`src/rtl/fetch_ctrl.sv`:
```
// Fetch-stage sequencer: branch redirect with one delay slot, load-use bubbles, imem waits, halt/resume.
// Define FETCH_CTRL_PERF_EN to add stall_cnt_o / flush_cnt_o event counters.
module fetch_ctrl #(
    parameter int PC_W  = 32,
    parameter int REG_W = 5
) (
    input  logic             clk_i,
    input  logic             rst_i,
    input  logic             br_taken_i,
    input  logic [PC_W-1:0]  br_target_i,
    input  logic             ex_memread_i,
    input  logic [REG_W-1:0] ex_rt_i,
    input  logic [REG_W-1:0] id_rs_i,
    input  logic [REG_W-1:0] id_rt_i,
    input  logic             imem_ready_i,
    input  logic             halt_req_i,
    input  logic             resume_i,
    output logic             mux_pc_sel_o,
    output logic [PC_W-1:0]  mux_pc_o,
    output logic             stall_o,
    output logic             ifid_flush_o,
    output logic             idex_flush_o,
    output logic [1:0]       state_o
`ifdef FETCH_CTRL_PERF_EN
    ,
    output logic [31:0]      stall_cnt_o,
    output logic [31:0]      flush_cnt_o
`endif
);

    // state    | meaning
    // RUN      | normal fetch; load-use and imem-wait bubbles applied here
    // REDIRECT | one cycle: PC takes latched target, wrong-path fetches killed
    // HALT     | fetch frozen until resume_i
    localparam logic [1:0] RUN      = 2'd0;
    localparam logic [1:0] REDIRECT = 2'd1;
    localparam logic [1:0] HALT     = 2'd2;

    logic [1:0]      state_q,   state_d;
    logic [PC_W-1:0] mux_pc_q,  mux_pc_d;
    logic            ds_held_q, ds_held_d;
    logic            lu;

    assign lu = ex_memread_i && (ex_rt_i != '0) &&
                ((ex_rt_i == id_rs_i) || (ex_rt_i == id_rt_i));

    always_comb begin
        state_d      = state_q;
        mux_pc_d     = mux_pc_q;
        ds_held_d    = ds_held_q;
        mux_pc_sel_o = 1'b0;
        stall_o      = 1'b0;
        ifid_flush_o = 1'b0;
        idex_flush_o = 1'b0;
        case (state_q)
            RUN: begin
                if (lu) begin
                    stall_o      = 1'b1;
                    idex_flush_o = 1'b1;
                end else if (!imem_ready_i) begin
                    stall_o      = 1'b1;
                    ifid_flush_o = 1'b1;
                end
                // Branch is taken regardless of bubbles; a stalled delay slot is remembered.
                if (br_taken_i) begin
                    mux_pc_d  = br_target_i;
                    ds_held_d = lu;
                    state_d   = REDIRECT;
                end else if (halt_req_i) begin
                    state_d = HALT;
                end
            end
            REDIRECT: begin
                mux_pc_sel_o = 1'b1;
                ifid_flush_o = 1'b1;
                idex_flush_o = !ds_held_q;
                state_d      = halt_req_i ? HALT : RUN;
            end
            HALT: begin
                stall_o      = 1'b1;
                idex_flush_o = 1'b1;
                if (resume_i) state_d = RUN;
            end
            default: state_d = RUN;
        endcase
    end

    always_ff @(posedge clk_i or negedge rst_i) begin
        if (!rst_i) begin
            state_q   <= RUN;
            mux_pc_q  <= '0;
            ds_held_q <= 1'b0;
        end else begin
            state_q   <= state_d;
            mux_pc_q  <= mux_pc_d;
            ds_held_q <= ds_held_d;
        end
    end

    assign mux_pc_o = mux_pc_q;
    assign state_o  = state_q;

`ifdef FETCH_CTRL_PERF_EN
    logic [31:0] stall_cnt_q, stall_cnt_d;
    logic [31:0] flush_cnt_q, flush_cnt_d;

    always_comb begin
        stall_cnt_d = stall_cnt_q;
        flush_cnt_d = flush_cnt_q;
        if (stall_o)                      stall_cnt_d = stall_cnt_q + 32'd1;
        if (ifid_flush_o || idex_flush_o) flush_cnt_d = flush_cnt_q + 32'd1;
    end

    always_ff @(posedge clk_i or negedge rst_i) begin
        if (!rst_i) begin
            stall_cnt_q <= '0;
            flush_cnt_q <= '0;
        end else begin
            stall_cnt_q <= stall_cnt_d;
            flush_cnt_q <= flush_cnt_d;
        end
    end

    assign stall_cnt_o = stall_cnt_q;
    assign flush_cnt_o = flush_cnt_q;
`endif

endmodule

```
`config.mk`:
```
export PLATFORM = sky130hd
export DESIGN_NAME = fetch_ctrl
export DESIGN_NICKNAME = d
export VERILOG_FILES = /design/src/rtl/fetch_ctrl.sv
export SDC_FILE = /design/constraint.sdc
export NUM_CORES = 1
export LEC_CHECK = 0
export ABC_AREA = 1
export BUFFER_PORTS_ARGS = -buffer_cell sky130_fd_sc_hd__buf_2
export CAP_MARGIN = 20
export CORE_MARGIN = 8
export CORE_UTILIZATION = 35
export DETAILED_ROUTE_END_ITERATION = 10
export PLACE_DENSITY = 0.68
export SLEW_MARGIN = 25
export SYNTH_ARGS = -nofsm -noshare
export SYNTH_HDL_FRONTEND = slang
export SYNTH_SLANG_ARGS = --single-unit
```
`constraint.sdc`:
```
create_clock -name clk_i -period 1.3 [get_ports clk_i]
set_clock_uncertainty 0.05 [all_clocks]
set_input_delay 0.065 -clock clk_i [delete_from_list [all_inputs] [get_ports clk_i]]
set_output_delay 0.065 -clock clk_i [all_outputs]
set_load 0.01 [all_outputs]
```
==> flow_summary.toml <==
[run_status]
outcome = "completed"

[synthesis]
syn_nets = 261
yosysSeqAreaShare = 0.5323
synth_warnings = 0
synth_area_per_cell_um2 = 7.948
synthCells = 207
netlist_area_um2 = 1645
ys_ff_latch = 35
synth_cell_types = 20

[global_routing]
antenna_found_initial = 0
grt_max_degree = 36
grt_pass1_wl_um = 7783
overflow = 0
grt_use_total = 0.1325
grt_pass1_vias = 1710

[worst_setup_path]
critPathKind = "flop to output pin"
crit_path_cell_trace = "buf_4 -> nor2_4 -> a21oi_2 -> buf_2"
crit_slowest_cell = "dfrtp_1"
cp_top_family = "flip-flops"
crit_required_ps = 1190
cp_num_buf_inv = 2
slowest_delay_ps = 400
crit_arrival_ps = 1180
start_kind = "flop"
critPathCaptureType = "output pin"
path_max_fanout = 2

[floorplanning]
fp.dieArea_um2 = 7151
ios = 92
rows = 25
start_util = 0.3554
die_h_um = 84.57
die_x_um = 84.57
core-area_um2 = 4629

[clock_tree]
root_buffer = "clkbuf_8"
cts_inserted_buffers = 5
clockBufferDepth = 2
insertion_delay_ps = 270
cts.sinks = 35
cts.clk_slew.worst_paths_ps = 60
cts_tree = "done"
cts_max_level = 2

[route]
post_drt_wl_per_cell_um = 11.95
via_per_inst = 4.312
final_antenna_net_count = 0
dr.pass1.iters = 4
drc = 0
routed-via-count = 1699
drtIter0Drc = 48
wl_um = 4707

[timing]
rsz0062_at_grt = "yes"
finalSetupTns_ps = 0
worstMarginPinSlew_ps = 437.0
finalHoldViolCount = 0
finalMaxSlewViolations = 0
setup_viol = 0
max_slew_margin = 0.7087
fin_crit_ps = 1295
fmax_mhz = 772.2
period_share = 0.9962

[layout]
fin_area_um2 = 2664
multi_input_area_um2 = 646.9
num_antenna_cells = 0
seqCellArea_um2 = 877.1
drive_above_1_share = 0.3676
final_nets = 393
fillCellCount = 428
layout-area-overhead-vs-synth_pct = 61.90

[min_path]
worstHoldPathType = "input pin to flop"

[placement]
place_area_um2 = 2140
port_buffers = 91
gp_congestion = 0.7402
dp_hpwl_um = 3257

[pwr]
max-vdd-ir-drop_v = 0.0007329
powerDensity_nw_per_um2 = 1496
leakagePower_nw = 1.551

[run]
maxCapViolCount = 0
==> layout by cell type (no fill, tap or decap), types with 2 or more instances in the layout <==
cell type      count
nand3_1            2
buf_2             91
bufinv_16          2
dlygate4sd3_1     35
xnor2_1            2
dfrtp_1           34
buf_4              3
a21oi_2            2
nand2_2           10
clkbuf_8           5
nor2_2             2
nand2_1          114
inv_2              3
inv_1             14
nor2_1             9
==> logic make-up (layout without fill, tap and decap cells) <==
| family | count (synthesis) | after routing | synth area share |
|---|---|---|---|
| xor+xnor | 2 | 2 | 0.01065 |
| simple gates | 140 | 140 | 0.3468 |
| buf+inv | 24 | 157 | 0.08288 |
| flops | 35 | 35 | 0.5323 |
| compound gates | 6 | 6 | 0.02737 |
==> cell type report <==
type                       instances  share of cell area
clock inverter                     2             0.02255
tap                               54             0.02536
sequential                        35              0.3293
clock buffer                       6             0.02724
inverter                          18             0.03006
multi-input combinational        148              0.2428
timing repair buffer             131              0.3227
==> sequential cells by signal, indices dropped and copies added (netlist names) <==
name / count
ds_held_q: 1
state_o: 2
mux_pc_o: 32
==> layer usage <==
| metal | track usage | vias up | wire length [um] |
|---|---|---|---|
| li1 | - | 879 | - |
| met1 | 0.1519 | 767 | 1934 |
| met2 | 0.2248 | 47 | 2394 |
| met3 | 0.04293 | 6 | 287 |
| met4 | 0.04693 | 0 | 90 |
| met5 | 0 | - | 0 |
==> path summary, 6_finish.rpt <==
check,slack (ps),cells past startpoint,end,start
max in group asynchronous,550,3,state_o[0]$_DFFE_PN0P_,rst_i
min,120,3,state_o[1]$_DFFE_PN0P_,br_taken_i
min in group asynchronous,310,3,mux_pc_o[15]$_DFFE_PN0P_,rst_i
min reg2reg,420,2,mux_pc_o[20]$_DFFE_PN0P_,mux_pc_o[20]$_DFFE_PN0P_
max reg2reg,20,6,mux_pc_o[7]$_DFFE_PN0P_,state_o[1]$_DFFE_PN0P_
max,5,4,idex_flush_o,state_o[1]$_DFFE_PN0P_
==> worst reg2reg max path, cell delays in order (launching register included) <==
cell	delay, ps
dfrtp_1	400
buf_4	150
nor2_4	150
nand2_8	120
buf_12	190
nand2_1	70
nand2_1	50
==> per-stage QoR <==
| step | total power [mW] | hold slack [ps] | setup WS (ps) | utilization | cells |
|---|---|---|---|---|---|
| global placement | 2.735 | 74.01 | 79.42 | 0.4622 | 349 |
| floorplan | 2.210 | -280.6 | 140.4 | - | 207 |
| detailed placement | 2.748 | 78.00 | 17.68 | 0.4622 | 349 |
| global route | 4.245 | 131.5 | -53.66 | 0.5754 | 394 |
| finish | 3.984 | 119.2 | 4.924 | 0.5754 | 394 |
| CTS | 3.994 | 73.16 | 0.6474 | 0.5697 | 393 |
==> power breakdown <==
part / internal [mW] / total [mW] / switching [mW] / leakage, nW
Combinational: 0.578 / 1.30 / 0.725 / 1.05
Clock: 0.766 / 1.13 / 0.365 / 0.0654
Sequential: 1.39 / 1.55 / 0.159 / 0.433
==> timing repair <==
item	in CTS	in global routing
pin swaps	1	0
hold buffers	35	0
setup buffers	1	1
resized for setup	3	4
endpoints found under the setup margin	4	35
hold endpoints to repair	68	0
==> synthesized netlist by cell type (all sizes together) <==
library cell,count,share of area
nand2,125,0.30
buf,6,0.039
inv,18,0.044
xnor2,2,0.011
o21ai,2,0.0084
a21oi,3,0.014
o2bb2ai,1,0.0053
dfrtp,35,0.53
nand3,2,0.0061
nand4,1,0.0038
nor2,12,0.032
(Power assumes the default switching activity.)
